--- src/rtl/set_point_counter.sv ---
// Counts lattice points (x,y) in 1..GRID_SIZE that lie inside or on a circle.
// Define SET_FAST_SCAN_EN to evaluate a whole column per cycle instead of one point.
module set_point_counter #(
    parameter int GRID_SIZE = 8
) (
    input  logic       clk,
    input  logic       rst,
    input  logic       en,
    input  logic [7:0] central,
    input  logic [3:0] radius,
    output logic       busy,
    output logic       valid,
    output logic [7:0] candidate
);

    typedef enum logic [1:0] {IDLE, CALC, DONE} state_t;

    localparam logic [3:0] LAST = 4'(GRID_SIZE);

    state_t     r_state;
    logic [3:0] r_xc;
    logic [3:0] r_yc;
    logic [3:0] r_r;
    logic [3:0] r_x;
    logic [7:0] r_acc;
    logic [7:0] r_hit;
    logic       r_flush;
    logic [7:0] w_hit;

    function automatic logic in_circle(input logic [3:0] x, input logic [3:0] y,
                                       input logic [3:0] xc, input logic [3:0] yc,
                                       input logic [3:0] r);
        logic signed [4:0] dx;
        logic signed [4:0] dy;
        logic [4:0]        mx;
        logic [4:0]        my;
        logic [7:0]        sx;
        logic [7:0]        sy;
        logic [8:0]        sum;
        logic [7:0]        r2;
        dx  = $signed({1'b0, x}) - $signed({1'b0, xc});
        dy  = $signed({1'b0, y}) - $signed({1'b0, yc});
        mx  = (dx < 0) ? 5'(-dx) : 5'(dx);
        my  = (dy < 0) ? 5'(-dy) : 5'(dy);
        sx  = {4'b0, mx[3:0]} * {4'b0, mx[3:0]};
        sy  = {4'b0, my[3:0]} * {4'b0, my[3:0]};
        sum = {1'b0, sx} + {1'b0, sy};
        r2  = {4'b0, r} * {4'b0, r};
        return sum <= {1'b0, r2};
    endfunction

`ifdef SET_FAST_SCAN_EN
    logic [GRID_SIZE-1:0] w_col;

    generate
        for (genvar gi = 0; gi < GRID_SIZE; gi++) begin : g_col
            assign w_col[gi] = in_circle(r_x, 4'(gi + 1), r_xc, r_yc, r_r);
        end
    endgenerate

    always_comb begin
        w_hit = '0;
        for (int i = 0; i < GRID_SIZE; i++) begin
            w_hit = w_hit + {7'b0, w_col[i]};
        end
    end
`else
    logic [3:0] r_y;

    assign w_hit = {7'b0, in_circle(r_x, r_y, r_xc, r_yc, r_r)};
`endif

    // Comparator result is registered, so the accumulator trails the scan by one
    // cycle; r_flush marks the extra CALC cycle that folds in the final hit.
    always_ff @(posedge clk) begin
        if (!rst) begin
            r_state   <= IDLE;
            r_xc      <= '0;
            r_yc      <= '0;
            r_r       <= '0;
            r_x       <= '0;
`ifndef SET_FAST_SCAN_EN
            r_y       <= '0;
`endif
            r_acc     <= '0;
            r_hit     <= '0;
            r_flush   <= 1'b0;
            busy      <= 1'b0;
            valid     <= 1'b0;
            candidate <= '0;
        end else begin
            case (r_state)
                IDLE: begin
                    valid <= 1'b0;
                    busy  <= 1'b0;
                    if (en) begin
                        r_xc      <= central[7:4];
                        r_yc      <= central[3:0];
                        r_r       <= radius;
                        r_x       <= 4'd1;
`ifndef SET_FAST_SCAN_EN
                        r_y       <= 4'd1;
`endif
                        r_acc     <= '0;
                        r_hit     <= '0;
                        r_flush   <= 1'b0;
                        candidate <= '0;
                        busy      <= 1'b1;
                        r_state   <= CALC;
                    end
                end
                CALC: begin
                    r_acc <= r_acc + r_hit;
                    if (r_flush) begin
                        candidate <= r_acc + r_hit;
                        valid     <= 1'b1;
                        r_state   <= DONE;
                    end else begin
                        r_hit <= w_hit;
`ifdef SET_FAST_SCAN_EN
                        if (r_x == LAST) begin
                            r_flush <= 1'b1;
                        end else begin
                            r_x <= r_x + 4'd1;
                        end
`else
                        if (r_y == LAST) begin
                            r_y <= 4'd1;
                            if (r_x == LAST) begin
                                r_flush <= 1'b1;
                            end else begin
                                r_x <= r_x + 4'd1;
                            end
                        end else begin
                            r_y <= r_y + 4'd1;
                        end
`endif
                    end
                end
                DONE: begin
                    valid   <= 1'b0;
                    busy    <= 1'b0;
                    r_state <= IDLE;
                end
                default: r_state <= IDLE;
            endcase
        end
    end

endmodule

--- config.mk ---
export PLATFORM = sky130hd
export DESIGN_NAME = set_point_counter
export DESIGN_NICKNAME = d
export VERILOG_FILES = /design/src/rtl/set_point_counter.sv
export SDC_FILE = /design/constraint.sdc
export NUM_CORES = 1
export LEC_CHECK = 0
export BUFFER_PORTS_ARGS = -buffer_cell sky130_fd_sc_hd__buf_2
export CAP_MARGIN = 30
export CORE_ASPECT_RATIO = 2
export CORE_MARGIN = 2
export CORE_UTILIZATION = 61
export DETAILED_ROUTE_END_ITERATION = 10
export PLACE_DENSITY = 0.81
export RECOVER_POWER = 100
export SLEW_MARGIN = 20
export SYNTH_ARGS = -nofsm -noshare
export SYNTH_HDL_FRONTEND = slang
export SYNTH_SLANG_ARGS = --single-unit
--- constraint.sdc ---
create_clock -name clk -period 7.42 [get_ports clk]
set_input_delay 1.113 -clock clk [delete_from_list [all_inputs] [get_ports clk]]
set_output_delay 1.113 -clock clk [all_outputs]
set_load 0.05 [all_outputs]
==> metrics.md <==
| Metric | Value |
|---|---|
| Initial Util | `0.624` |
| Diode count | `0` |
| Detailed placement HPWL | `5.21 mm` |
| Worst-Margin Slew | `1.59 ns` |
| Port Buffers | `24` |
| Area Overhead vs Synth | `5.68%` |
| Hold Worst Slack | `0.458 ns` |
| Peak supply drop | `0.000405 V` |
| Wirelength, routed | `6.52 mm` |
| Class of the worst hold path | `reg -> reg` |
| Sequential Area | `841 um2` |
| Critical Path Max Stage Delay | `0.56 ns` |
| H-tree depth | `2` |
| Tot Pwr | `1.17 mW` |
| Tmin final | `6.25 ns` |
| Global-route wire length before repair | `11.2 mm` |
| CTS max path bufs | `2` |
| Final worst setup slack | `1.17 ns` |
| Comb pwr share | `0.665` |
| Setup crit end | `r_hit[0]` |
| Layout Cells excl Fill | `486` |
| Final Util | `0.660` |
| RSZ-0062 raised after global routing | `false` |
| Row count | `38` |
| CTS Root Cell | `clkbuf_8` |
| EDFF count, synth | `0` |
| Number of DRC markers in iteration 0 | `129` |
| Failing checks | `capacitance limit, slew limit` |
| # Post-CTS Setup Buffers | `0` |
| Pre-CTS setup slack | `1.18 ns` |
| Routed length per instance | `13.4 um` |
| Final nets | `497` |
| Power Dens Cells | `332 mW/mm2` |
| Routed Antenna Nets | `0` |
| Max-slew violations | `15` |
| Footprint of the multi-input gates | `0.00223 mm2` |
| Share of cells above drive strength 1 | `0.0657` |
| Cell internal pwr | `646 uW` |
| Placer Congestion | `0.834` |
| Sequential-to-total area share from yosys stat | `0.253` |
| CP dominant cell by count | `fa_1` |
| Synthesized net count | `477` |
| Die width | `56.2 um` |
| CTS buffer count | `5` |
| Crit path from | `r_x[0]` |
| Post-Place Cells | `477` |
| Gr ovfl total | `0` |
| # IOs | `25` |
| Clock Skew | `0.00816 ns` |
| Synth Cell Area | `0.00332 mm2` |
| Vias/cell | `5.63` |
| Status | `complete, but fails checks` |
| Cell Chain, Critical Path | `inv_1 -> ha_1 -> fa_1 -> ha_1 -> nor3_1 -> xor2_1 -> nor2_1 -> fa_1 -> inv_1 -> fa_1 -> inv_1 -> fa_1 -> fa_1 -> ha_1 -> inv_1 -> fa_1 -> inv_1 -> a21o_1 -> a21oi_1 -> xnor2_1 -> ha_1 -> a2111oi_0 -> a21oi_1 -> o31ai_2` |
| Area after DPL | `0.00345 mm2` |
| Crit path required time | `7.63 ns` |
| RR Endpoint | `r_hit[0]` |
| Seq cells post-synth | `42` |
| Post-synthesis cell type count | `53` |
| Final Hold Viols | `0` |
| Clk pwr share | `0.123` |
| Relative slew slack | `-0.0596` |
| Post-CTS sizing | `0` |
| R2R depth | `24` |
| Mean area per synthesized cell | `8.21 um2` |
| Post-synthesis cell count | `405` |
| CP Launch Type | `flip-flop` |
| Switching part of the total | `0.446` |
| Die height | `108 um` |
| Die footprint | `0.00609 mm2` |
| Critical-path top delay cell | `fa_1` |
| Clock transition at the registers of the reported paths | `0.07 ns` |
| Clock sink count | `42` |
| R2R Setup Slk | `1.17 ns` |
| Crit-path max FO | `5` |
| Via count | `2,738` |
| Post-CTS Hold Buffers | `0` |
| Finished Cell Area | `0.00351 mm2` |
| Synth async-reset ratio | `0` |
| Number of global-route vias before repair | `2,654` |
| Static Leak | `1.58 nW` |
| Setup tns final | `0 ns` |
| Warnings, synthesis | `0` |
| Max-Cap Viols | `1` |
| Area of the core | `0.00533 mm2` |
| Top_reg_cell synth | `dfxtp_1` |
| WS Path Type | `reg -> reg` |
| Pin count of the biggest net entering global routing | `34` |
| Part of the power in registers | `0.212` |
| Fill cell count | `465` |
| DRC | `0` |
| Total track usage | `0.227` |
| Final setup viols | `0` |
| DRT Pass-1 Iters | `4` |
| Setup crit end kind | `flip-flop` |
| Worst-skew pair later-pin latency | `0.29 ns` |
| Max Clk Rate | `160 MHz` |
| Crit share post-route | `0.842` |
| FF-to-FF Start | `r_x[0]` |
| Critical path data arrival time | `6.46 ns` |
| P_sw | `519 uW` |
| Initial antenna violation count | `0` |
| CTS tree | `done` |
[flip-flops by register name (all words and copies together), names as in the netlist, 2 cells and up]
name and count:
r_y 4, r_acc 8, candidate 8, r_yc 4, r_r 4, r_x 4, r_state 2, r_xc 4
[power groups by stage]
stage	Combinational, mW	Clock (mW)	Sequential, mW
final	0.775	0.143	0.247
after global routing	0.892	0.154	0.248
after CTS	0.785	0.148	0.247
after detailed placement	0.780	0	0.252
after global placement	0.738	0	0.251
after floorplan	0.617	0	0.249
[per-layer routing]
layer  vias up  GRT usage  routed length, um
met1      1272      0.262               2740
met2        56      0.421               3420
met4         0     0.0714                119
met5         -          0                  0
met3        13     0.0335                244
li1       1397          -                  -
[cell usage in the layout, fill, tap and decap left out, types with 5 or more instances in the layout]
cell / Yosys / layout
fa_1: 13 / 13
buf_2: 3 / 12
nand3_1: 14 / 14
nand2b_1: 8 / 8
clkbuf_1: 5 / 14
and2_1: 6 / 6
o21ai_0: 9 / 10
nor3_1: 8 / 8
dfxtp_1: 42 / 42
a21o_1: 5 / 5
a21oi_1: 37 / 37
xor2_1: 8 / 8
clkbuf_8: 0 / 5
xnor2_1: 10 / 10
ha_1: 44 / 44
inv_1: 45 / 45
nor2_1: 40 / 41
nand2_1: 47 / 47
[worst min path at each step]
stage               slack [ns]           end          from  depth (start not counted)
floorplan                 0.44       r_xc[2]       r_xc[2]                          2
global placement          0.44  candidate[2]  candidate[2]                          2
detailed placement        0.45       r_yc[2]       r_yc[2]                          2
CTS                       0.46       r_yc[2]       r_yc[2]                          2
global route              0.49  candidate[0]  candidate[0]                          2
finish                    0.46       r_yc[2]       r_yc[2]                          2
[cell type report]
class	count	area share
clock buffers	6	0.0207
clock inverters	2	0.00392
inverters	45	0.0481
multi-input cells	306	0.636
flip-flops and latches	42	0.239
well taps	60	0.0214
repair buffers	25	0.0310
[worst max-delay path: cells and delay by family, from the launching register on]
family | cells | cell delay [ns]
adders and majority gates | 10 | 3.71
AOI/OAI and AO/OA | 5 | 0.90
xor gates and xnor gates | 2 | 0.50
DFF | 1 | 0.38
and+or+nand+nor | 2 | 0.36
buffers and inverters | 5 | 0.33
[cells by family (layout without fill, tap and decap cells)]
family                     Yosys count  in the layout  share of synthesized area
and+or+nand+nor                    148            148                      0.219
AOI/OAI and AO/OA                   77             77                      0.142
adders and majority gates           57             57                      0.244
buffers and inverters               57             78                     0.0711
DFF                                 42             42                      0.253
xor gates and xnor gates            21             21                     0.0621
muxes                                3              3                    0.00903
[Yosys cell counts, types with 4 or more instances]
master,number,area share
a21o_1,5,0.011
a21oi_1,37,0.056
and2_1,6,0.011
clkbuf_1,5,0.0056
dfxtp_1,42,0.25
fa_1,13,0.078
ha_1,44,0.17
inv_1,45,0.051
nand2_1,47,0.053
nand2b_1,8,0.015
nand3_1,14,0.021
nor2_1,40,0.045
nor3_1,8,0.012
o211ai_1,4,0.0090
o21a_1,4,0.0090
o21ai_0,9,0.014
xnor2_1,10,0.026
xor2_1,8,0.021
No activity file was read; power rests on OpenSTA's default activity.
